**src/rtl/demux11_dispatch.sv**
```systemverilog
// demux11_dispatch: registered 1-to-11 dispatcher, unicast by in_dest (10..15 alias lane 10) or broadcast to all lanes.
// Optional accepted-word counter (accept_count) is built when DEMUX_STATS_EN is defined.
module demux11_dispatch #(
   parameter int WIDTH = 128,
   parameter int LANES = 11
) (
   input  logic                   Clk,
   input  logic                   Reset,
   input  logic                   in_valid,
   output logic                   in_ready,
   input  logic [WIDTH-1:0]       in_data,
   input  logic [3:0]             in_dest,
   input  logic                   in_bcast,
   output logic [LANES-1:0]       out_valid,
   input  logic [LANES-1:0]       out_ready,
   output logic [LANES*WIDTH-1:0] out_data
`ifdef DEMUX_STATS_EN
   ,
   output logic [15:0]            accept_count
`endif
);
   logic [3:0]       lane;
   logic [LANES-1:0] lane_sel;
   logic [LANES-1:0] can_take;
   logic [LANES-1:0] load;
   logic             accept;

   always_comb begin
      lane     = (in_dest >= 4'(LANES - 1)) ? 4'(LANES - 1) : in_dest;
      lane_sel = in_bcast ? {LANES{1'b1}} : (LANES'(1) << lane);
      can_take = ~out_valid | out_ready;
      in_ready = in_bcast ? &can_take : can_take[lane];
      accept   = in_valid && in_ready;
      load     = {LANES{accept}} & lane_sel;
   end

   // A load wins over a drain on the same lane, so the lane stays full with no bubble.
   always_ff @(posedge Clk) begin
      if (Reset) begin
         out_valid <= '0;
         out_data  <= '0;
      end else begin
         out_valid <= load | (out_valid & ~out_ready);
         for (int i = 0; i < LANES; i++)
            if (load[i]) out_data[i*WIDTH +: WIDTH] <= in_data;
      end
   end

`ifdef DEMUX_STATS_EN
   // A broadcast counts as one word; the counter wraps naturally at 16 bits.
   always_ff @(posedge Clk) begin
      if (Reset) accept_count <= '0;
      else if (accept) accept_count <= accept_count + 16'd1;
   end
`endif
endmodule

```
**config.mk**
```make
export PLATFORM = sky130hd
export DESIGN_NAME = demux11_dispatch
export DESIGN_NICKNAME = d
export VERILOG_FILES = /design/src/rtl/demux11_dispatch.sv
export SDC_FILE = /design/constraint.sdc
export NUM_CORES = 2
export LEC_CHECK = 0
export CORE_AREA = 2 2 604 606
export CTS_BUF_LIST = sky130_fd_sc_hd__clkbuf_4
export CTS_CLUSTER_SIZE = 28
export DETAILED_ROUTE_END_ITERATION = 10
export DIE_AREA = 0 0 606 608
export GPL_TIMING_DRIVEN = 0
export PLACE_DENSITY_LB_ADDON = 0.25
export SYNTH_ARGS = -nofsm -noshare
export SYNTH_HDL_FRONTEND = slang
export SYNTH_SLANG_ARGS = --single-unit
```
**constraint.sdc**
```tcl
create_clock -name Clk -period 3.8 [get_ports Clk]
set_input_delay 0.76 -clock Clk [delete_from_list [all_inputs] [get_ports Clk]]
set_output_delay 0.76 -clock Clk [all_outputs]
set_load 0.03 [all_outputs]
```
==> results.txt <==
- Clock skew on the completed layout was measured at roughly 110 ps.
- Tightest Pin Transition: roughly 1300 ps
- Number of filler instances in the final layout: between 30000 and 40000
* Worst slack after detailed placement: -1832 ps
- Area post-placement: between 70000 and 80000 um2
- The final route contains 45030 vias.
- The final layout contains 7179 nets.
- The floorplan has 221 rows.
- Number of nets in the synthesized netlist: 5052
* Floorplan core area: 361700 um2
- R2r worst-path depth: 7
* Max-Slew Margin vs Limit: 0.1568
- After synthesis the netlist holds a flip-flop and latch count of 1419.
- In the finished design, the share of the clock period the worst path needs comes to 1.042.
- Starting utilization of the core area: 0.1526
* # Max-Cap Violations: 0
* Worst Path Required: 3040 ps
* Period minus WS final: 3959 ps
- Number of antenna violations at the first check in global routing: 73
- During I/O placement, the number of pins put on the boundary was 1567.
- At the later pin of the worst-skew pair, clock insertion delay measures 1340 ps.
* Final WL: 336600 um
* Overall die height: between 600 and 700 um
* Number of instances in the synthesized netlist: 4905
- Entering global routing, the biggest net connects 17 pins.
- Total standard cell area after synthesis: 55180 um2
* Worst IR Drop VDD: 0.0002328 V
- Hold Path Cell Cnt: 3
* Syn avg cell area: 11.25 um2
- The number of global-route vias before repair came to 46680.
- The congestion estimate from routability-driven global placement came to 0.8330.
- The cell sitting at the root of the clock tree is a clkbuf_4.
- RSZ-0062 raised after global routing: yes
- Leakage dissipation: 35.44 nW
* Fraction of final layout cells with drive strength greater than 1: 0.1160
- Die Area: 368400 um2
- The first routing iteration left 1966 violations.
- Number of distinct library cells after synthesis: 29
- Derived from the worst setup path, the maximum achievable clock frequency is 0.2526 GHz.
* Wire length of the first global-routing pass: 436600 um
- Path type of the worst min-delay path: in2reg
- The checks that failed: setup timing.
* Number of buffers inserted by port buffering: roughly 1600
* Max Root-Sink Buffers: 4
- Register clock-pin slew on the reported worst setup and hold paths: 60 ps
- CP Max Fanout: 2
- Number of design rule violations left after detail routing: 0
- Combined area of the multi-input logic cells: ~24000 um2
- CTS tree: yes
- Antenna viol nets, final: 0
- The first TritonRoute pass finished after 5 iterations.
- TritonCTS buffer count: 421
* Die extent in x: 606 um
- Worst reg2reg setup slack: between 200 and 300 ps
- Final-report max-slew violation count: 0
- Outcome: complete, but fails checks
- The Yosys step of the flow raised 0 warnings.
* Class of the most critical setup path: reg2out
- Setup violations remaining at the end of the flow were counted as 1.
- At the end of the flow the core is filled with cells to 0.2312.
* Num Clock Sinks: 1419
- End of the worst register-to-register path: out_data[1326]$_SDFFE_PP0P_
* Worst setup EP type: primary output
* Accumulated negative setup slack: -158.9 ps
- The worst register-to-register path begins at out_valid[2]$_SDFF_PP0_.
* Global route total overflow: 0
- For this run, the total global-route usage over all layers was measured as 0.1754.
* Fin. Hold Viols: 0
- HPWL after DPL: 262200 um
- CTS built an H-tree with a depth of 5.
- Worst Hold Path EP: out_data[93]$_SDFFE_PP0P_
- In the routed layout, each cell is associated on average with a via count of 3.713.
- Across all setup checks in the final design, the least slack found is -158.9 ps.
- Worst Min Path Start: in_data[93]
- From synthesis to final layout, the design area changed by 51.52%.
- In the final routed layout, each cell accounts on average for 27.75 um.
- STA classifies the critical path startpoint as a register.
- Total power per unit cell area: about 510 nW/um2
* Post-layout instance area: ~84000 um2
- Across the whole layout, storage elements account for 28410 um2.
- STA puts the critical path data arrival time at 3200 ps.
- Of the synthesized area, sequential elements account for 0.5148.
## cell type report
cell class / instances / share of cell area
clock inverter: 83 / 0.006300
sequential: 1419 / 0.3398
antenna: 42 / 0.001257
buffer: 461 / 0.03057
inverter: 1 / 0.00004489
timing repair buffer: 1705 / 0.2056
multi-input combinational: 3023 / 0.2907
tap: 4794 / 0.07174
clock buffer: 601 / 0.05396
## power breakdown
part | internal, mW | switching (mW) | total [mW]
Combinational | 4.06 | 6.78 | 10.8
Clock | 7.50 | 7.24 | 14.7
Sequential | 16.1 | 0.735 | 16.9
## metal layers
layer | global-route usage | wire (um)
met5 | 0 | 141
met4 | 0.06148 | 12730
met3 | 0.04527 | 22360
met2 | 0.3294 | 176300
met1 | 0.1871 | 125100
## layout by cell type (no fill, tap or decap), types with 4 or more instances in the layout
cell type / n
nor2b_1: 4
dfxtp_1: 1416
a22oi_1: 6
buf_4: 66
clkbuf_1: 279
buf_8: 31
diode_2: 42
inv_2: 4
mux2i_1: 1408
buf_6: 21
clkinv_1: 56
clkinv_2: 5
inv_6: 5
nor2_1: 14
nand2b_1: 1544
a21oi_1: 20
clkbuf_4: 607
bufinv_16: 5
dlygate4sd2_1: 5
clkdlybuf4s50_1: 1556
buf_12: 10
a22oi_4: 4
buf_2: 43
dlygate4sd3_1: 126
clkbuf_2: 20
## metrics by stage
| stage | instances | hold WS (ps) | power [mW] |
|---|---|---|---|
| after global routing | 12110 | 82.86 | 44.32 |
| final | 12130 | 235.4 | 42.46 |
| after CTS | 12090 | 8.356 | 43.32 |
| after floorplan | 4905 | 596.0 | 22.66 |
| after detailed placement | 11270 | 463.0 | 28.11 |
| after global placement | 11260 | 458.8 | 28.01 |
## what timing repair did
| action | 4_1_cts | 5_1_grt |
|---|---|---|
| setup endpoints to repair | 263 | 1 |
| resized for setup | 26 | 4 |
| hold buffers | 126 | 0 |
| setup buffers | 4 | 1 |
| pin swaps | 2 | 2 |
| endpoints found under the hold margin | 125 | 0 |
## kinds of logic (layout without fill, tap and decap cells)
family,after synthesis,in the layout,share of synthesized area
buffers and inverters,463,2851,0.04539
AND/OR/NAND/NOR,1574,1574,0.1780
multiplexers,1410,1410,0.2562
AO/OA/AOI/OAI,39,39,0.005555
flip-flops,1419,1419,0.5148
other,0,42,0
## cells in the mapped netlist
library cell | count | area (um2)
nor3_2 | 1 | 10.01
buf_4 | 53 | 397.9
inv_1 | 1 | 3.750
buf_8 | 30 | 450.4
a22o_1 | 2 | 17.52
a31o_2 | 1 | 8.760
nand4_1 | 3 | 18.77
a2bb2oi_2 | 1 | 15.01
dfxtp_1 | 1419 | 28410
buf_6 | 22 | 247.7
clkbuf_1 | 304 | 1141
or3b_1 | 1 | 8.760
a31oi_1 | 2 | 12.51
mux2i_1 | 1408 | 14090
or2_2 | 2 | 12.51
nand2b_4 | 1 | 13.76
a21boi_0 | 1 | 7.510
nand3b_1 | 1 | 7.510
a21oi_1 | 20 | 100.1
a22oi_4 | 4 | 85.08
nor2b_1 | 4 | 25.02
buf_1 | 1 | 3.750
buf_2 | 52 | 260.3
o211ai_1 | 1 | 7.510
nand2_1 | 1 | 3.750
a22oi_1 | 7 | 52.55
nand2b_1 | 1546 | 9672
nor2_1 | 14 | 52.55
mux4_2 | 2 | 45.04
## worst max-delay path: stages (launching register included)
cell and delay (ps):
dfxtp_4 370, nand2b_4 80, mux4_2 590, or3b_4 450
a31o_4 240, buf_8 140
## worst max path at each step
stage                     slack (ps)                         end  cells past startpoint               startpoint
after global routing            -350                    in_ready                      5  out_valid[5]$_SDFF_PP0_
after CTS                       -500                    in_ready                      6  out_valid[5]$_SDFF_PP0_
final                           -160                    in_ready                      5  out_valid[5]$_SDFF_PP0_
after global placement         -3640    out_data[0]$_SDFFE_PP0P_                      6                    Reset
after detailed placement       -1830  out_data[606]$_SDFFE_PP0P_                      8               in_dest[1]
after floorplan                  860                    in_ready                      5             out_ready[5]
## registers in the layout, summed over array words and instances, names as in the netlist
signal and flops:
out_data 1408, out_valid 11
No activity file was read; power rests on OpenSTA's default activity.
